`config.mk`:
```
export PLATFORM = sky130hd
export DESIGN_NAME = univ_shift_trx
export DESIGN_NICKNAME = d
export VERILOG_FILES = /design/src/rtl/univ_shift_trx.sv
export SDC_FILE = /design/constraint.sdc
export NUM_CORES = 1
export LEC_CHECK = 0
export CORE_UTILIZATION = 45
export CTS_BUF_LIST = sky130_fd_sc_hd__clkbuf_8
export DETAILED_ROUTE_END_ITERATION = 8
export PLACE_DENSITY = 0.72
export SYNTH_ARGS = -nofsm -noshare
export SYNTH_HDL_FRONTEND = slang
export SYNTH_SLANG_ARGS = --single-unit
export TNS_END_PERCENT = 10
```
`constraint.sdc`:
```
create_clock -name CLK -period 1.21 [get_ports CLK]
set_input_delay 0.242 -clock CLK [delete_from_list [all_inputs] [get_ports CLK]]
set_output_delay 0.242 -clock CLK [all_outputs]
set_load 0.005 [all_outputs]
```
`src/rtl/univ_shift_trx.sv`:
```
// univ_shift_trx: serial TX/RX pair built on two universal shift registers.
// TX serialises WIDTH-bit words at DIV clocks per bit; RX reframes them.
//
// Ports:
//   CLK, RESET_N              clock, async active-low reset
//   tx_data/tx_valid/tx_ready parallel word in, valid/ready accept
//   tx_lsb_first              bit order, latched when a word is accepted
//   ser_out/ser_frame         serial line out and its frame qualifier
//   ser_in/ser_in_frame       serial line in and its frame qualifier
//   rx_lsb_first              RX bit order
//   loopback                  1: RX listens to ser_out/ser_frame
//   rx_data/rx_valid          last complete word, one-cycle update pulse
//   rx_err                    one-cycle pulse: frame ended mid-word

package univ_shift_pkg;
  typedef enum logic [1:0] {
    SH_HOLD,
    SH_LEFT,
    SH_RIGHT,
    SH_LOAD
  } sh_mode_t;
endpackage

module univ_shreg
  import univ_shift_pkg::*;
#(
  parameter int W = 8
) (
  input  logic         CLK,
  input  logic         RESET_N,
  input  logic         clr,
  input  sh_mode_t     mode,
  input  logic [W-1:0] load_val,
  input  logic         ser_in,
  output logic [W-1:0] q
);

  always_ff @(posedge CLK or negedge RESET_N) begin
    if (!RESET_N) begin
      q <= '0;
    end else if (clr) begin
      q <= '0;
    end else begin
      unique case (mode)
        SH_HOLD:  q <= q;
        SH_LEFT:  q <= {q[W-2:0], ser_in};
        SH_RIGHT: q <= {ser_in, q[W-1:1]};
        SH_LOAD:  q <= load_val;
      endcase
    end
  end

endmodule

module univ_shift_trx
  import univ_shift_pkg::*;
#(
  parameter int WIDTH = 8,
  parameter int DIV   = 1
) (
  input  logic             CLK,
  input  logic             RESET_N,
  input  logic [WIDTH-1:0] tx_data,
  input  logic             tx_valid,
  output logic             tx_ready,
  input  logic             tx_lsb_first,
  output logic             ser_out,
  output logic             ser_frame,
  input  logic             ser_in,
  input  logic             ser_in_frame,
  input  logic             rx_lsb_first,
  input  logic             loopback,
  output logic [WIDTH-1:0] rx_data,
  output logic             rx_valid,
  output logic             rx_err
);

  localparam int BW = $clog2(WIDTH);
  localparam int DW = (DIV > 1) ? $clog2(DIV) : 1;
  localparam logic [BW-1:0] BIT_LAST = BW'(WIDTH - 1);
  localparam logic [DW-1:0] DIV_LAST = DW'(DIV - 1);

  typedef enum logic {
    IDLE,
    SHIFT
  } tx_state_t;

  // ---------------- TX ----------------
  tx_state_t        tx_state;
  logic             tx_lsb;
  logic [BW-1:0]    tx_bit;
  logic [DW-1:0]    tx_div;
  logic [WIDTH-1:0] tx_q;
  logic             tx_accept;
  logic             tx_tick;
  sh_mode_t         tx_mode;

  assign tx_accept = tx_ready & tx_valid;
  assign tx_tick   = ser_frame & (tx_div == DIV_LAST);

  always_comb begin
    tx_mode = SH_HOLD;
    if (tx_accept) begin
      tx_mode = SH_LOAD;
    end else if (tx_tick) begin
      tx_mode = tx_lsb ? SH_RIGHT : SH_LEFT;
    end
  end

  univ_shreg #(
    .W (WIDTH)
  ) u_tx_sh (
    .CLK      (CLK),
    .RESET_N  (RESET_N),
    .clr      (1'b0),
    .mode     (tx_mode),
    .load_val (tx_data),
    .ser_in   (1'b0),
    .q        (tx_q)
  );

  always_ff @(posedge CLK or negedge RESET_N) begin
    if (!RESET_N) begin
      tx_state  <= IDLE;
      tx_ready  <= 1'b1;
      ser_frame <= 1'b0;
      tx_lsb    <= 1'b0;
      tx_bit    <= '0;
      tx_div    <= '0;
    end else begin
      unique case (tx_state)
        IDLE: begin
          if (tx_valid) begin
            tx_state  <= SHIFT;
            tx_ready  <= 1'b0;
            ser_frame <= 1'b1;
            tx_lsb    <= tx_lsb_first;
            tx_bit    <= '0;
            tx_div    <= '0;
          end
        end
        SHIFT: begin
          if (tx_div == DIV_LAST) begin
            tx_div <= '0;
            tx_bit <= tx_bit + BW'(1);
            if (tx_bit == BIT_LAST) begin
              tx_state  <= IDLE;
              tx_ready  <= 1'b1;
              ser_frame <= 1'b0;
            end
          end else begin
            tx_div <= tx_div + DW'(1);
          end
        end
      endcase
    end
  end

  // Line sits at 0 outside a frame.
  assign ser_out = ser_frame &
                   (tx_lsb ? tx_q[0] : tx_q[WIDTH-1]);

  // ---------------- RX ----------------
  logic             rx_frame;
  logic             rx_bit_in;
  logic [BW-1:0]    rx_bit;
  logic [DW-1:0]    rx_div;
  logic [WIDTH-1:0] rx_q;
  logic [WIDTH-1:0] rx_next;
  logic             rx_tick;
  sh_mode_t         rx_mode;

  assign rx_frame  = loopback ? ser_frame : ser_in_frame;
  assign rx_bit_in = loopback ? ser_out : ser_in;
  assign rx_tick   = rx_frame & (rx_div == DIV_LAST);

  always_comb begin
    rx_mode = SH_HOLD;
    if (rx_tick) begin
      rx_mode = rx_lsb_first ? SH_RIGHT : SH_LEFT;
    end
  end

  // Word as it will look after this sample, so the
  // final sample lands in rx_data on the same edge.
  always_comb begin
    rx_next = {rx_q[WIDTH-2:0], rx_bit_in};
    unique case (1'b1)
      rx_lsb_first: rx_next = {rx_bit_in, rx_q[WIDTH-1:1]};
      default:      rx_next = {rx_q[WIDTH-2:0], rx_bit_in};
    endcase
  end

  univ_shreg #(
    .W (WIDTH)
  ) u_rx_sh (
    .CLK      (CLK),
    .RESET_N  (RESET_N),
    .clr      (~rx_frame),
    .mode     (rx_mode),
    .load_val ('0),
    .ser_in   (rx_bit_in),
    .q        (rx_q)
  );

  // Counters idle at zero while the frame is low, so
  // every rising frame edge starts a fresh word.
  always_ff @(posedge CLK or negedge RESET_N) begin
    if (!RESET_N) begin
      rx_bit   <= '0;
      rx_div   <= '0;
      rx_data  <= '0;
      rx_valid <= 1'b0;
      rx_err   <= 1'b0;
    end else begin
      rx_valid <= 1'b0;
      rx_err   <= 1'b0;
      if (!rx_frame) begin
        rx_err <= (rx_bit != '0);
        rx_bit <= '0;
        rx_div <= '0;
      end else if (rx_div == DIV_LAST) begin
        rx_div <= '0;
        if (rx_bit == BIT_LAST) begin
          rx_bit   <= '0;
          rx_data  <= rx_next;
          rx_valid <= 1'b1;
        end else begin
          rx_bit <= rx_bit + BW'(1);
        end
      end else begin
        rx_div <= rx_div + DW'(1);
      end
    end
  end

endmodule
```
# Yosys cells after proc, flatten, opt, wreduce, memory -nomap -nowiden
# Cells that the tools add are included.
# word_totals
input_bits	16
out_inout_bits	13
regBits	38
elab_cells	82
# op_classes
n_reduce_logical	7
bitwise_logic	7
n_addsub	4
mux	38
n_eq_ne	13
# op_table
op	n
$pmux W8 S3	2
$mux W1	19
$mux W8	2
$mux W3	5
$mux W2	5
$eq A2 B2 Y1 const B	4
$ne A2 B2 Y1 const B	4
$pmux W1 S2	4
$add A3 B1 Y3 const B	2
$eq A3 B3 Y1 const B	2
$pmux W3 S2	1
$reduce_and A3 Y1	2
$and A1 B1 Y1	4
$eq A2 B1 Y1 const B	2
$logic_not A2 Y1	2
$reduce_and A2 Y1	2
$not A1 Y1	3
$reduce_bool A3 Y1	1
$add A1 B1 Y1 const B	2
$ne A2 B1 Y1 const B	1

# Longest topological paths before layout
# Gate-level depths: netlist (run 1).
# depth
depth_word	6
ltp_mapped	6
depth_no_buf	4

# Modules after synthesis
# Synthesis (run 1) repeated with hierarchy kept, for this count alone.
# hier_totals
hier_cells	167
area_unflattened_um2	1921.8
# by_module_without_submodules
module	area_per_inst_um2	instances	cells_each	seq_area_each_um2
univ_shift_trx	996.0	1	91	501.7
univ_shreg	462.9	2	38	200.2

# Least setup slack after synthesis (run 1)
# Ideal clock, no wire load.
# synth_path
path_kind	reg-to-reg
startpoint	reg rx_bit[0]
endpoint	reg rx_data[0]
arrival_ns	1.246
setup_time_ns	0.081
synth_period_minus_slack_ns	1.327
slack_ns	-0.117
path_stages_with_launch	7
required_time_ns	1.129
cell_sequence	dfrtp_1 ha_1 ha_1 buf_2 and2_4 buf_6 a31oi_2
# synth_between
elab_chain_len	2
# synth_rtl
item	line_no	rtl
from (decl)	166	logic [BW-1:0] rx_bit;
from (signal assigned)	229	rx_bit <= rx_bit + BW'(1);
$eq A3 B3 Y1	224	if (rx_bit == BIT_LAST) begin
$reduce_and A3 Y1 (no line)	n/a	
to (signal assigned)	226	rx_data <= rx_next;
to (decl)	73	output logic [WIDTH-1:0] rx_data,
# No other way between the ends.
# A chain may end at the register's enable or synchronous reset.

# Worst setup path after layout (run 1)
# layout_path
startpoint	reg tx_lsb
endpoint	out ser_out
# layout_between
elab_chain_len	2
# layout_rtl
item	line_no	rtl
from (decl)	90	logic tx_lsb;
from (signal assigned)	137	tx_lsb <= tx_lsb_first;
$mux W1	161	(tx_lsb ? tx_q[0] : tx_q[WIDTH-1]);
$and A1 B1 Y1	160	assign ser_out = ser_frame &
to (decl)	67	output logic ser_out,
# No other way between the ends.

==> impl_metrics.json, run 1 <==
{
  "p_int_mw": 3.37,
  "hold_path_class": "in -> async",
  "ant_nets": 0,
  "globalplace.congestion": 0.766,
  "grt_pass1_vias": 1336,
  "antenna_found_initial": 0,
  "grtUsageTotal_pct": 20.1,
  "place_hpwl_um": 2420,
  "synth_flop_cell": "dfrtp_1",
  "finalInstanceArea_sq_mm": 0.00228,
  "die_x_um": 62.7,
  "yosysUniqueCellTypes": 31,
  "core_area_sq_mm": 0.00344,
  "critPathCapture": "ser_out",
  "drive_above_1_share_pct": 27.6,
  "cts-hold-fix-buffers": 0,
  "multi_input_area_sq_um": 768,
  "ys_seq_area_share_pct": 54.4,
  "synth_edf_count": 0,
  "overflow": 0,
  "power_frac_comb_pct": 43.9,
  "first_pass_iters": 4,
  "rsz0062_at_grt": "yes",
  "net-switching-power_mw": 1.68,
  "nNetsFinal": 213,
  "fin_crit_sh_pct": 122,
  "fillers": 269,
  "crit_path_start_kind": "register",
  "worst_ep_required_time_ps": 970,
  "start_util_pct": 48.2,
  "setup-violations-final": 12,
  "synth_top_cell_area_share_pct": 52.8,
  "synth_area_sq_mm": 0.00166,
  "drtIter0Drc": 82,
  "diodes": 0,
  "postPlaceCellArea_sq_mm": 0.00209,
  "reg2reg_slack_ps": -140,
  "final-hold-violation-count": 0,
  "ff_latch_area_sq_um": 902,
  "wire_per_inst_um": 14.7,
  "syn_area_per_cell_sq_um": 11.4,
  "wl_um": 3490,
  "power.leakage_nw": 1.12,
  "clock_power_share_pct": 17.4,
  "min_period_ps": 1470,
  "yosysWarningCount": 0,
  "worstMarginPinSlew_ps": 348,
  "cts_tree": "yes",
  "clock_latency_ps": 290,
  "r2r_start": "ser_frame",
  "pin_count": 29,
  "drc_errors": 0,
  "p_per_area_mw_per_mm2": 2210,
  "reg2reg_depth": 5,
  "synth_top_area_cell": "dfrtp_1",
  "ir_worst_vdd_v": 0.00123,
  "viasPerCell": 5.26,
  "vias": 1252,
  "arrival_ps": 1230,
  "syn_to_final_growth_pct": 37.6,
  "cp_max_fo": 2,
  "sw_frac_of_total_pct": 33.2,
  "die_y_um": 62.7,
  "maxCapViolations": 0,
  "synth_area_leaders": "dfrtp_1 (53%), mux2i_1 (9.7%), a21oi_1 (6.0%)",
  "htreeDepth": 2,
  "fin_skew_ps": 6.18,
  "fp-row-count": 21,
  "port_buffers": 28,
  "cp-startpoint": "tx_lsb",
  "grt_start_max_net_pins": 37,
  "ys_seq_elements": 36,
  "pre_cts_slack_ps": -391,
  "status": "finished with violations",
  "die_area_sq_mm": 0.00393,
  "path_clk_slew_ps": 70,
  "synth.most_common_cell": "dfrtp_1",
  "root_buffer": "clkbuf_8",
  "syn_inst": 146,
  "clkSinkCount": 36,
  "cts_buffers": 5,
  "fmax_mhz": 680,
  "clockBufferDepth": 2,
  "synth_fp_nets": 168,
  "path_class": "reg -> out",
  "grt_pass1_wl_um": 5890,
  "cp-end-kind": "output port",
  "power_frac_seq_pct": 38.7,
  "synthArstFlopShare_pct": 100,
  "r2r_end": "rx_bit[1]",
  "slew_viol_final": 0,
  "fin_ws_ps": -262,
  "slew_headroom_pct": 76.1,
  "dp.cells": 225,
  "synth.top_cells.by_count": "dfrtp_1 (35), a21oi_1 (20), mux2i_1 (16)",
  "stdcell_count": 238,
  "violations": "setup timing"
}
worst min path at each step:
stage | startpoint | endpoint | slack, ps | depth (start not counted)
after floorplan | RESET_N | rx_bit[0] | -50 | 0
after global placement | rx_bit[0] | rx_bit[0] | 460 | 1
after detailed placement | rx_bit[0] | rx_bit[0] | 470 | 1
after CTS | RESET_N | rx_data[5] | 320 | 2
after global routing | RESET_N | rx_data[3] | 330 | 2
final | RESET_N | rx_err | 330 | 2
layout by cell type, fill, tap and decap left out, types with 3 or more instances in the layout:
cell type        instances
dfrtp_1                 35
ha_1                     3
a211oi_1                 5
and2_4                   4
clkdlybuf4s50_1         14
buf_4                   14
clkbuf_8                 6
dlygate4sd2_1            6
nor2_1                  13
a21o_1                   6
o21ai_0                  4
inv_1                    5
a21oi_2                  7
clkdlybuf4s15_1          4
a21oi_1                 13
mux2_4                   3
buf_6                    3
mux2i_1                 15
sequential cells by signal, indices dropped and copies added (netlist names):
signal and count:
rx_err 1, u_rx_sh.q 8, rx_valid 1, u_tx_sh.q 8
ser_frame 1, rx_bit 3, tx_ready 1, tx_bit 3
tx_state 1, rx_data 8, tx_lsb 1
worst max-delay path: stages, from the launching register on:
cell and delay [ps]:
dfrtp_1 390, mux2_4 310, and2_4 140, buf_6 110
what timing repair did:
item	4_1_cts	5_1_grt
setup endpoints to repair	23	26
pin swaps	3	5
cloned	0	2
gates resized for setup	26	21
buffers inserted	1	2
hold endpoints to repair	0	0
area by class of cell:
type,instances,area share (%)
Inverter,5,0.822
Clock buffer,6,3.62
Timing Repair Buffer,46,19.5
Multi-Input combinational cell,97,33.6
Clock inverter,2,0.438
Tap cell,46,2.52
Sequential cell,36,39.5
metal layers:
metal / vias up / part of all wire (%) / GRT usage (%)
li1: 600 / - / -
met1: 604 / 42 / 22.9
met2: 40 / 50 / 33.6
met3: 8 / 5.1 / 5.47
met4: 0 / 2.6 / 11.9
met5: - / 0 / 0
power groups by stage:
| stage | Clock, mW | Combinational (mW) | Sequential, mW |
|---|---|---|---|
| after floorplan | 0 | 1.20 | 1.92 |
| after global placement | 0 | 1.96 | 1.95 |
| after detailed placement | 0 | 2.05 | 1.97 |
| after CTS | 0.899 | 2.04 | 1.95 |
| after global routing | 0.958 | 2.46 | 2.01 |
| final | 0.879 | 2.21 | 1.96 |
logic make-up (layout without fill, tap and decap cells):
family                   count (synthesis)  in the layout  share of synthesized area (%)
multiplexers                            19             20                           11.9
buffers and inverters                   15             59                           4.60
AO/OA/AOI/OAI                           41             41                           15.6
AND/OR/NAND/NOR                         29             30                           8.98
adder cells (fa/ha/maj)                  6              6                           4.52
flip-flops                              36             36                           54.4
through the flow:
stage / total power [mW] / hold WS [ps] / util (%) / setup TNS (ps)
6_report: 5.05 / 326 / 66.3 / -1440
5_1_grt: 5.43 / 329 / 66.3 / -2200
4_1_cts: 4.89 / 324 / 63.7 / -1610
3_5_place_dp: 4.02 / 467 / 60.8 / -8440
3_3_place_gp: 3.91 / 463 / 60.8 / -7470
2_1_floorplan: 3.11 / -53.6 / - / -361
Note: power is estimated with default switching activity, not from simulation.
==> run 2, diff against run 1 <==
CAP_MARGIN = 30   (was unset)
==> results of run 2 <==
The final DEF is identical to that of run 1; final timing and power are the same.
==> run 3, diff against run 2 <==
CORE_ASPECT_RATIO = 1.1   (was unset)
==> run 3 against run 2 <==
Effect of this change: the run still ends with setup timing left; register-to-register slack lost 30 ps; via count shrank 0.48%; clock-buffer cell count shrank 1; utilization about the same; final cell count grew 1.7%; die area about the same; critical path depth unchanged; sequential cell count stayed put.
==> impl_metrics.json, run 3 (synthesis results as in run 1) <==
{
  "status": "finished with violations",
  "violations": "setup timing",
  "worst_ep_required_time_ps": 970,
  "rsz0062_at_grt": "yes",
  "grt_pass1_vias": 1265,
  "syn_to_final_growth_pct": 37.6,
  "fin_skew_ps": 9.31,
  "htreeDepth": 2,
  "worstMarginPinSlew_ps": 315,
  "cp_max_fo": 2,
  "grt_start_max_net_pins": 37,
  "cts-hold-fix-buffers": 0,
  "antenna_found_initial": 0,
  "wire_per_inst_um": 14.2,
  "hold_path_class": "in -> async",
  "die_x_um": 59.9,
  "drtIter0Drc": 58,
  "final-hold-violation-count": 0,
  "overflow": 0,
  "mostFrequentLayoutCell": "dfrtp_1",
  "slew_viol_final": 0,
  "min_period_ps": 1480,
  "p_per_area_mw_per_mm2": 2190,
  "setup-violations-final": 13,
  "grt_pass1_wl_um": 5400,
  "ant_nets": 0,
  "maxCapViolations": 0,
  "fin_ws_ps": -266,
  "setup_tns_ps": -1700,
  "core_area_sq_mm": 0.00344,
  "cts_buffers": 5,
  "final_cell_mix": "dfrtp_1 (35), buf_4 (17), mux2i_1 (16)",
  "path_clk_slew_ps": 80,
  "place_hpwl_um": 2290,
  "path_class": "reg -> out",
  "globalplace.congestion": 0.730,
  "first_pass_iters": 4,
  "fillers": 279,
  "clockBufferDepth": 2,
  "cp_slowest_stage_delay_ps": 390,
  "path_cells": "mux2_4 -> and2_4 -> buf_6",
  "die_area_sq_mm": 0.00393,
  "drive_above_1_share_pct": 27.3,
  "diodes": 0,
  "ir_worst_vdd_v": 0.00111,
  "vias": 1246,
  "die_y_um": 65.7,
  "crit_slowest_cell": "dfrtp_1",
  "cp-end-kind": "output port",
  "root_buffer": "clkbuf_8",
  "clkSinkCount": 36,
  "crit_path_start_kind": "register",
  "nNetsFinal": 215,
  "crit_family": "flip-flops",
  "fmax_mhz": 678,
  "grtUsageTotal_pct": 19.3,
  "start_util_pct": 48.2,
  "cts_tree": "yes",
  "top_regs": "rx_data: 8 flops, u_rx_sh.q: 8 flops, u_tx_sh.q: 8 flops",
  "fp-row-count": 22,
  "fin_crit_sh_pct": 122,
  "viasPerCell": 5.15,
  "pin_count": 29,
  "path_buf_inv": 1,
  "wl_um": 3430,
  "p_total_mw": 5.00,
  "power.leakage_nw": 1.11,
  "arrival_ps": 1230,
  "port_buffers": 28,
  "drc_errors": 0,
  "clock_latency_ps": 300,
  "slew_headroom_pct": 78.4
}
run 3: cell types whose count changed in the layout (fill, tap and decap cells not counted), sizes merged:
cell | previous run | this run
buf | 20 | 22
clkinv | 2 | 3
dlygate4sd2 | 6 | 3
clkbuf | 7 | 5
clkdlybuf4s15 | 4 | 8
run 3: per-stage QoR:
| step | area (sq um) | std cells | hold slack (ps) | setup WS [ps] | util, % |
|---|---|---|---|---|---|
| final | 2280 | 242 | 305 | -266 | 66.4 |
| after global routing | 2280 | 242 | 324 | -297 | 66.4 |
| after CTS | 2210 | 239 | 312 | -283 | 64.1 |
| after detailed placement | 2110 | 229 | 463 | -371 | 61.3 |
| after global placement | 2110 | 229 | 458 | -323 | 61.3 |
| after floorplan | 1680 | 146 | -53.6 | -48.2 | - |
run 3: layout make-up:
class | instances | area (sq um) | share of cell area (%)
clock inverter | 3 | 18.8 | 0.822
inverter | 5 | 18.8 | 0.822
timing repair buffer | 48 | 454 | 19.9
clock buffer | 5 | 68.8 | 3.01
sequential | 36 | 902 | 39.5
multi-input combinational | 97 | 761 | 33.3
tap | 48 | 60.1 | 2.63
run 3: worst paths after layout:
check / start / end / cells after the start / slack [ps]
setup / recovery: tx_lsb / ser_out / 3 / -270
hold / removal: RESET_N / rx_data[3] / 2 / 300
setup reg to reg: ser_frame / rx_data[3] / 5 / -170
hold reg to reg: rx_bit[0] / rx_bit[0] / 1 / 470
max in group asynchronous: RESET_N / tx_ready / 2 / 650
min in group CLK: rx_bit[0] / rx_bit[0] / 1 / 470
run 3: metal layers:
layer	vias to the layer above	GRT usage, %	part of all wire (%)
li1	609	-	-
met1	596	19.6	39
met2	33	34.4	55
met3	8	4.33	4.0
met4	0	12.5	2.2
met5	-	0	0
run 3: repair_timing:
item                       4_1_cts  5_1_grt
buffers inserted                 2        1
setup endpoints to repair       31       31
pin swaps                        3        2
gates resized for setup         25       21
gates cloned                     0        2
run 3: report_power, final:
group | switching [mW] | leakage (nW) | internal [mW] | total (mW)
clock | 0.451 | 0.0479 | 0.401 | 0.851
combinational | 0.965 | 0.605 | 1.23 | 2.20
sequential | 0.297 | 0.455 | 1.66 | 1.95
total | 1.71 | 1.11 | 3.29 | 5.00
==> edit: new RTL, flow settings as in run 3 <==
Set the parameter `WIDTH` to 16 (it was 8).
--- a/src/rtl/univ_shift_trx.sv
+++ b/src/rtl/univ_shift_trx.sv
@@ -56,5 +56,5 @@
   import univ_shift_pkg::*;
 #(
-  parameter int WIDTH = 8,
+  parameter int WIDTH = 16,
   parameter int DIV   = 1
 ) (
Interface: changed (resized rx_data and tx_data); port bits go from 29 to 45. The function was not compared with the original's and may differ.
==> edit against run 3 <==
- the run still ends with negative setup slack left
- wire length rose by 65%
- synthesized area rose by 71%
- synthesized cell count rose by 70%
- clock skew down 0.00088 ns
- first-iteration DRC count increased by 52%
- total power rose by 63%
- worst setup slack got worse by 0.043 ns
- sequential cell count rose by 26
- design area is 72% higher
- via count increased by 68%
- critical endpoint unchanged
- highest routed layer unchanged
==> edit: results (changes against run 3) <==
status: finished with violations (unchanged)
violated checks: negative setup slack (unchanged)
Post-CTS Setup Inserts: 1 (was 2)
Routed WL: 5670 µm (was 3430 µm)
Vias/cell: 5.21 (was 5.15)
Placement Setup Slack: -0.522 ns (was -0.371 ns)
Worst Skew: 0.00842 ns (was 0.00931 ns)
post-route setup TNS: -2.58 ns (was -1.70 ns)
Seq/Total Area, Yosys: 0.546 (was 0.544)
first-pass GRT wire length: 9340 µm (was 5400 µm)
post-synthesis compound-gate area fraction: 0.163 (was 0.156)
post-CTS sizing: 70 (was 25)
IO buf count: 44 (was 28)
gr usage total: 0.186 (was 0.193)
Inserted Clock Buffers: 9 (was 5)
post-route setup slack: -0.309 ns (was -0.266 ns)
mux share of post-synthesis cell area: 0.137 (was 0.119)
Final Wtd Congestion: 0.758 (was 0.730)
routed wl met3: 271 µm (was 136 µm)
nets@finish: 343 (was 215)
Hold Buf Count CTS: 1 (was 0)
most frequent cells after synthesis: dfrtp_1, nor2_1, mux2i_1, o21ai_0 (was dfrtp_1, a21oi_1, mux2i_1, nor2_1)
RR Startpoint: rx_bit[1] (was ser_frame)
setup violators final: 35 (was 13)
Worst-Skew Late Latency: 0.34 ns (was 0.30 ns)
Post-Synth XOR/XNOR Area: 0.00616 (was 0)
Critical Path AT: 1.28 ns (was 1.23 ns)
largest registers: rx_data x16, u_rx_sh.q x16, u_tx_sh.q x16 (was rx_data x8, u_rx_sh.q x8, u_tx_sh.q x8)
## edit: cell count changes in the layout (fill, tap and decap cells not counted), moves of 7 or more
cell | before | now
o31ai_1 | 0 | 8
dfrtp_1 | 35 | 60
clkbuf_2 | 0 | 7
a21oi_1 | 13 | 3
o21ai_1 | 1 | 9
a211oi_1 | 5 | 14
nor2_1 | 13 | 31
mux2i_1 | 16 | 24
a21o_1 | 6 | 14
## edit: worst paths after layout
kind,end,slack [ns]
max,ser_out,-0.31
max reg2reg,rx_data[2],-0.19
max in group asynchronous,tx_ready,0.44
min,rx_bit[2],0.45
min in group CLK,u_tx_sh.q[15],0.46
min reg2reg,rx_data[7],0.49
## edit: report_power, final
| part | switching (mW) | internal [mW] | total (mW) |
|---|---|---|---|
| logic | 1.38 | 1.68 | 3.05 |
| registers | 0.406 | 2.61 | 3.01 |
| clock network | 0.805 | 1.27 | 2.08 |
| total | 2.59 | 5.56 | 8.15 |
## edit: cell type report
cell class / instances / area, µm²
Clock buffer: 11 / 151
Clock inverter: 5 / 81.3
Fill cell: 491 / 2190
Inverter: 5 / 18.8
Multi-Input combinational cell: 163 / 1270
Sequential cell: 62 / 1550
Tap cell: 80 / 100
Timing Repair Buffer: 75 / 751
## edit: stage by stage
stage | util | cells
CTS | 0.618 | 394
finish | 0.642 | 401
global route | 0.642 | 401
detailed placement | 0.574 | 376
global placement | 0.574 | 376
floorplan | - | 248
## edit: per-layer routing
metal / global-route usage / vias to the layer above
li1: - / 1026
met1: 0.232 / 1007
met2: 0.288 / 49
met3: 0.0559 / 9
met4: 0.103 / 0
met5: 0 / -
## edit: worst max-delay path, stage by stage, from the launching register on
cell	delay, ns
dfrtp_1	0.39
mux2_4	0.30
and2_4	0.14
buf_6	0.11
